**src/rtl/ram_port_arbiter.sv**
```systemverilog
// Two-requester arbiter/sequencer for the banked byte RAM: one access in flight, IDLE->ISSUE->WAIT->RESP.
// Define ARB_ROUND_ROBIN_EN for round-robin arbitration; without it port A has fixed priority over port B.
module ram_port_arbiter #(
    parameter int ADDR_W = 11,
    parameter int DATA_W = 32,
    parameter int RD_LAT = 1
) (
    input  logic              clk,
    input  logic              rst,
    input  logic              a_valid,
    output logic              a_ready,
    input  logic              a_we,
    input  logic [ADDR_W-1:0] a_addr,
    input  logic [DATA_W-1:0] a_wdata,
    output logic              a_rvalid,
    output logic [DATA_W-1:0] a_rdata,
    output logic              a_err,
    input  logic              b_valid,
    output logic              b_ready,
    input  logic              b_we,
    input  logic [ADDR_W-1:0] b_addr,
    input  logic [DATA_W-1:0] b_wdata,
    output logic              b_rvalid,
    output logic [DATA_W-1:0] b_rdata,
    output logic              b_err,
    output logic              ram_en,
    output logic              ram_we,
    output logic [ADDR_W-1:0] ram_addr,
    output logic [DATA_W-1:0] ram_wdata,
    input  logic [DATA_W-1:0] ram_rdata,
    output logic              busy,
    output logic [1:0]        dbg_state
);

    localparam int              CNT_W      = $clog2(RD_LAT) + 1;
    localparam logic [CNT_W-1:0] CNT_LOAD  = CNT_W'(RD_LAT - 1);
    localparam logic [7:0]      MAX_WR_OFF = 8'd252;

    typedef enum logic [1:0] {
        ST_IDLE  = 2'd0,
        ST_ISSUE = 2'd1,
        ST_WAIT  = 2'd2,
        ST_RESP  = 2'd3
    } state_t;

    state_t              state_q, state_d;
    logic [CNT_W-1:0]    cnt_q, cnt_d;
    logic                port_q, port_d;
    logic                we_q, we_d;
    logic                err_q, err_d;
    logic                ram_en_q, ram_en_d;
    logic                ram_we_q, ram_we_d;
    logic [ADDR_W-1:0]   ram_addr_q, ram_addr_d;
    logic [DATA_W-1:0]   ram_wdata_q, ram_wdata_d;
    logic                a_rvalid_q, a_rvalid_d;
    logic [DATA_W-1:0]   a_rdata_q, a_rdata_d;
    logic                a_err_q, a_err_d;
    logic                b_rvalid_q, b_rvalid_d;
    logic [DATA_W-1:0]   b_rdata_q, b_rdata_d;
    logic                b_err_q, b_err_d;

    logic                grant_a, grant_b;
    logic                in_idle, accept, sel_b;
    logic                req_we, req_err;
    logic [ADDR_W-1:0]   req_addr;
    logic [DATA_W-1:0]   req_wdata;
    logic [DATA_W-1:0]   resp_data;

`ifdef ARB_ROUND_ROBIN_EN
    // last_grant: 0 = A, 1 = B; the port not named wins a tie.
    logic last_grant_q, last_grant_d;
    assign grant_a = a_valid && (!b_valid || last_grant_q);
    assign grant_b = b_valid && (!a_valid || !last_grant_q);
`else
    assign grant_a = a_valid;
    assign grant_b = b_valid && !a_valid;
`endif

    // Request handshake: a request transfers on a rising edge where x_valid && x_ready. x_ready is
    // only raised in IDLE for the granted port; the response is a 1-cycle x_rvalid pulse that cannot stall.
    assign in_idle = (state_q == ST_IDLE) && !rst;
    assign a_ready = in_idle && grant_a;
    assign b_ready = in_idle && grant_b;
    assign accept  = a_ready || b_ready;
    assign sel_b   = b_ready;

    assign req_we    = sel_b ? b_we    : a_we;
    assign req_addr  = sel_b ? b_addr  : a_addr;
    assign req_wdata = sel_b ? b_wdata : a_wdata;
    // Writes past offset 252 would spill out of the bank and are dropped by the RAM, so flag them here.
    assign req_err   = req_we && (req_addr[7:0] > MAX_WR_OFF);

    assign resp_data = we_q ? '0 : ram_rdata;

    always_comb begin
        state_d     = state_q;
        cnt_d       = cnt_q;
        port_d      = port_q;
        we_d        = we_q;
        err_d       = err_q;
        ram_en_d    = 1'b0;
        ram_we_d    = 1'b0;
        ram_addr_d  = '0;
        ram_wdata_d = '0;
        a_rvalid_d  = 1'b0;
        a_rdata_d   = a_rdata_q;
        a_err_d     = a_err_q;
        b_rvalid_d  = 1'b0;
        b_rdata_d   = b_rdata_q;
        b_err_d     = b_err_q;
`ifdef ARB_ROUND_ROBIN_EN
        last_grant_d = last_grant_q;
`endif
        case (state_q)
            ST_IDLE: begin
                if (accept) begin
                    state_d     = ST_ISSUE;
                    port_d      = sel_b;
                    we_d        = req_we;
                    err_d       = req_err;
                    ram_en_d    = !req_err;
                    ram_we_d    = req_we;
                    ram_addr_d  = req_addr;
                    ram_wdata_d = req_wdata;
`ifdef ARB_ROUND_ROBIN_EN
                    last_grant_d = sel_b;
`endif
                end
            end
            ST_ISSUE: begin
                state_d = ST_WAIT;
                cnt_d   = CNT_LOAD;
            end
            ST_WAIT: begin
                if (cnt_q == '0) begin
                    state_d = ST_RESP;
                    if (port_q) begin
                        b_rvalid_d = 1'b1;
                        b_rdata_d  = resp_data;
                        b_err_d    = err_q;
                    end else begin
                        a_rvalid_d = 1'b1;
                        a_rdata_d  = resp_data;
                        a_err_d    = err_q;
                    end
                end else begin
                    cnt_d = cnt_q - CNT_W'(1);
                end
            end
            ST_RESP: begin
                state_d = ST_IDLE;
            end
            default: begin
                state_d = ST_IDLE;
            end
        endcase
    end

    always_ff @(posedge clk) begin
        if (rst) begin
            state_q     <= ST_IDLE;
            cnt_q       <= '0;
            port_q      <= 1'b0;
            we_q        <= 1'b0;
            err_q       <= 1'b0;
            ram_en_q    <= 1'b0;
            ram_we_q    <= 1'b0;
            ram_addr_q  <= '0;
            ram_wdata_q <= '0;
            a_rvalid_q  <= 1'b0;
            a_rdata_q   <= '0;
            a_err_q     <= 1'b0;
            b_rvalid_q  <= 1'b0;
            b_rdata_q   <= '0;
            b_err_q     <= 1'b0;
`ifdef ARB_ROUND_ROBIN_EN
            last_grant_q <= 1'b1;
`endif
        end else begin
            state_q     <= state_d;
            cnt_q       <= cnt_d;
            port_q      <= port_d;
            we_q        <= we_d;
            err_q       <= err_d;
            ram_en_q    <= ram_en_d;
            ram_we_q    <= ram_we_d;
            ram_addr_q  <= ram_addr_d;
            ram_wdata_q <= ram_wdata_d;
            a_rvalid_q  <= a_rvalid_d;
            a_rdata_q   <= a_rdata_d;
            a_err_q     <= a_err_d;
            b_rvalid_q  <= b_rvalid_d;
            b_rdata_q   <= b_rdata_d;
            b_err_q     <= b_err_d;
`ifdef ARB_ROUND_ROBIN_EN
            last_grant_q <= last_grant_d;
`endif
        end
    end

    assign ram_en    = ram_en_q;
    assign ram_we    = ram_we_q;
    assign ram_addr  = ram_addr_q;
    assign ram_wdata = ram_wdata_q;
    assign a_rvalid  = a_rvalid_q;
    assign a_rdata   = a_rdata_q;
    assign a_err     = a_err_q;
    assign b_rvalid  = b_rvalid_q;
    assign b_rdata   = b_rdata_q;
    assign b_err     = b_err_q;
    assign busy      = (state_q != ST_IDLE);
    assign dbg_state = state_q;

endmodule
```
**config.mk**
```make
export PLATFORM = sky130hd
export DESIGN_NAME = ram_port_arbiter
export DESIGN_NICKNAME = d
export VERILOG_FILES = /design/src/rtl/ram_port_arbiter.sv
export SDC_FILE = /design/constraint.sdc
export NUM_CORES = 1
export LEC_CHECK = 0
export ABC_CLOCK_PERIOD_IN_PS = 4700
export CORE_MARGIN = 1
export CORE_UTILIZATION = 41
export DETAILED_ROUTE_END_ITERATION = 6
export GPL_ROUTABILITY_DRIVEN = 0
export PLACE_DENSITY = 0.86
export SYNTH_ARGS = -nofsm -noshare
export SYNTH_HDL_FRONTEND = slang
export SYNTH_SLANG_ARGS = --single-unit
```
**constraint.sdc**
```tcl
create_clock -name clk -period 4.7 [get_ports clk]
set_input_delay 1.41 -clock clk [delete_from_list [all_inputs] [get_ports clk]]
set_output_delay 1.41 -clock clk [all_outputs]
set_load 0.01 [all_outputs]
```
==> impl_metrics.json <==
{
  "die_area_um2": 10600,
  "wl_per_cell_um": 17.1,
  "synth.distinct_cells": 28,
  "antenna_cells": 0,
  "min_period_ns": 4.16,
  "grt_first_pass_wirelength_um": 20600,
  "vias_per_cell": 4.99,
  "cts_tree": "yes",
  "grt_pass1_vias": 4182,
  "hpwl_um": 9940,
  "syn_to_final_growth_pct": 73.8,
  "r2r_cells": 7,
  "worst_pin_slew_ns": 1.21,
  "coreArea_um2": 9860,
  "finalClockSkew_ns": 0.0118,
  "yosysSeqAreaShare_pct": 56.3,
  "slew_headroom_pct": 19.0,
  "power_mw": 3.45,
  "antenna_found_initial": 0,
  "yosys_most_used_dff": "dfxtp_1",
  "cpMostUsedCell": "clkdlybuf4s50_1",
  "final_area_um2": 7290,
  "path_cells": "clkdlybuf4s50_1 -> and4bb_1 -> clkdlybuf4s50_1",
  "finalSetupTns_ns": 0,
  "fmax_mhz": 240,
  "initial_core_util_pct": 42.5,
  "arrival_ns": 2.75,
  "crit_fanout": 3,
  "ys_async_sr_fraction_pct": 0,
  "max_stage_delay_ns": 0.57,
  "crit_path_end_kind": "output port",
  "p_leak_nw": 2.69,
  "netlist_instances": 465,
  "dr.pass1.iters": 6,
  "cap_viol_max_count": 0,
  "syn_area_um2": 4190,
  "grt_usage_pct": 26.2,
  "grt_overflow": 0,
  "rows": 36,
  "crit_type": "input pin to output port",
  "crit_end": "b_ready",
  "comb_power_share_pct": 26.1,
  "grt_max_degree": 76,
  "swShare_pct": 27.8,
  "cts_hold_buf": 0,
  "vias": 4203,
  "drt-initial-drc-count": 129,
  "setup_viol": 0,
  "synth_edf_count": 0,
  "critical_path_buf_inv_count": 2,
  "cts_resized": 0,
  "remaining_drc_errors": 0,
  "portBuffers": 241,
  "ys_ff_latch": 118,
  "io_pins": 242,
  "post-route-period-util_pct": 88.5,
  "switching_power_mw": 0.961,
  "finalHoldViolations": 0,
  "cts_sinks": 118,
  "die_h_um": 103,
  "seq_power_share_pct": 35.4,
  "mappedNetlistNets": 592,
  "ir_drop_uv": 264,
  "p_int_mw": 2.49,
  "whs_ns": 0.453,
  "clock_latency_ns": 0.51,
  "path_depth": 3,
  "dpl_worst_slack_ns": 0.546,
  "p_per_area_nw_per_um2": 474,
  "clockBufferDepth": 2,
  "yosys_warnings": 0,
  "place_area_um2": 6680,
  "clkPwrFrac_pct": 38.6,
  "layout-drive-gt1-share_pct": 6.06,
  "wl_um": 14400,
  "die-width_um": 103,
  "htree_num_levels": 4,
  "cts.clk_slew.worst_paths_ns": 0.05,
  "antenna_left": 0,
  "cp-startpoint": "a_valid",
  "finalNonFillerCells": 843,
  "fin_ws_ns": 0.538,
  "start_kind": "input pin",
  "drv_slew": 0,
  "cts_made_buffers": 17,
  "hold_class": "flop to flop",
  "fin_util_pct": 73.9,
  "cp.required_ns": 3.29,
  "fillers": 689,
  "final_nets": 824,
  "postCtsSetupBuffers": 0,
  "reg2reg_from": "dbg_state[0]$_SDFFE_PP0P_",
  "rsz0062_at_grt": "no",
  "path_delay_family": "buffers and inverters",
  "clk_root_buffer_cell": "clkbuf_8",
  "outcome": "finished, final reports clean",
  "synth_area_per_cell_um2": 9.02,
  "cp_slowest_cell": "clkdlybuf4s50_1",
  "place_inst": 811,
  "worst_r2r_endpoint": "err_q$_SDFFE_PP0P_",
  "r2r_setup_slack_ns": 2.76
}
==> sequential cells by signal (all words and copies together), names as in the netlist <==
name / count
b_rvalid: 1
b_rdata: 32
we_q: 1
a_rdata: 32
ram_en: 1
ram_we: 1
b_err: 1
err_q: 1
a_rvalid: 1
port_q: 1
a_err: 1
dbg_state: 2
ram_addr: 11
ram_wdata: 32
==> worst min path at each step <==
stage	end	startpoint	depth (start not counted)
after floorplan	a_err$_SDFFE_PP0P_	err_q$_SDFFE_PP0P_	2
after global placement	b_rdata[6]$_SDFFE_PP0P_	b_rdata[6]$_SDFFE_PP0P_	2
after detailed placement	a_rdata[12]$_SDFFE_PP0P_	a_rdata[12]$_SDFFE_PP0P_	2
after CTS	a_rdata[30]$_SDFFE_PP0P_	a_rdata[30]$_SDFFE_PP0P_	2
after global routing	a_rdata[30]$_SDFFE_PP0P_	a_rdata[30]$_SDFFE_PP0P_	2
final	a_rdata[12]$_SDFFE_PP0P_	a_rdata[12]$_SDFFE_PP0P_	2
==> kinds of logic (layout without fill, tap and decap cells) <==
logic type                 Yosys count  after routing  synth area share, %
muxes                                3              3                0.716
DFF                                118            118                 56.3
AOI/OAI and AO/OA                  115            115                 17.7
and+or+nand+nor                    187            187                 20.3
buffers and inverters               39            284                 4.00
adders and majority gates            3              3                0.895
==> power groups by stage <==
stage	sequential, mW	clock [mW]	combinational, mW
after floorplan	1.29	0	0.347
after global placement	1.24	0	0.873
after detailed placement	1.24	0	0.896
after CTS	1.22	1.35	0.903
after global routing	1.24	1.40	0.972
final	1.22	1.33	0.900
==> routing by layer <==
layer	wire length [um]	up-vias	track usage (%)
met5	0	-	0
met4	498	0	13.0
met3	1500	38	12.5
met2	7050	182	46.4
met1	5350	1961	25.6
li1	-	2022	-
==> tightest hold or removal path: cells and delay by family (launching register included) <==
kind / cells / cell delay [ns]
flops: 1 / 0.30
simple gates: 1 / 0.05
compound gates: 1 / 0.05
==> synthesized netlist by cell type, drive strengths merged, types with 2 or more instances <==
library cell	n	area, um^2
nor2	5	18.8
nor2b	34	213
nor3b	2	25.0
clkbuf	17	63.8
nand4	2	12.5
o21ai	2	10.0
buf	18	88.8
mux2i	3	30.0
dfxtp	118	2360
a21oi	68	340
ha	3	37.5
inv	4	15.0
nand2	134	503
a22o	42	368
nand2b	2	12.5
==> layout make-up <==
cell class / instances / area [um^2] / area share [%]
Tap cell: 133 / 166 / 2.28
Timing Repair Buffer: 248 / 2460 / 33.7
Sequential cell: 118 / 2360 / 32.4
Clock inverter: 12 / 178 / 2.44
Clock buffer: 20 / 435 / 5.97
Inverter: 4 / 15.0 / 0.206
Multi-Input combinational cell: 308 / 1670 / 22.9
==> cell usage in the layout (no fill, tap or decap), drive strengths merged <==
master,instances
clkdlybuf4s50,240
o21ai,2
nor2,5
nand3,1
and4bb,1
buf,8
clkbuf,20
nand4,2
and4,1
o211ai,1
clkinv,7
nor4b,1
bufinv,4
nor3b,2
dfxtp,118
nand2b,2
or2,1
o211a,1
nand2,134
a21oi,68
nor3,1
clkinvlp,1
or3,1
o21bai,1
mux2i,3
nor2b,34
ha,3
and2,1
inv,4
a22o,42
No activity file was read; power rests on OpenSTA's default activity.
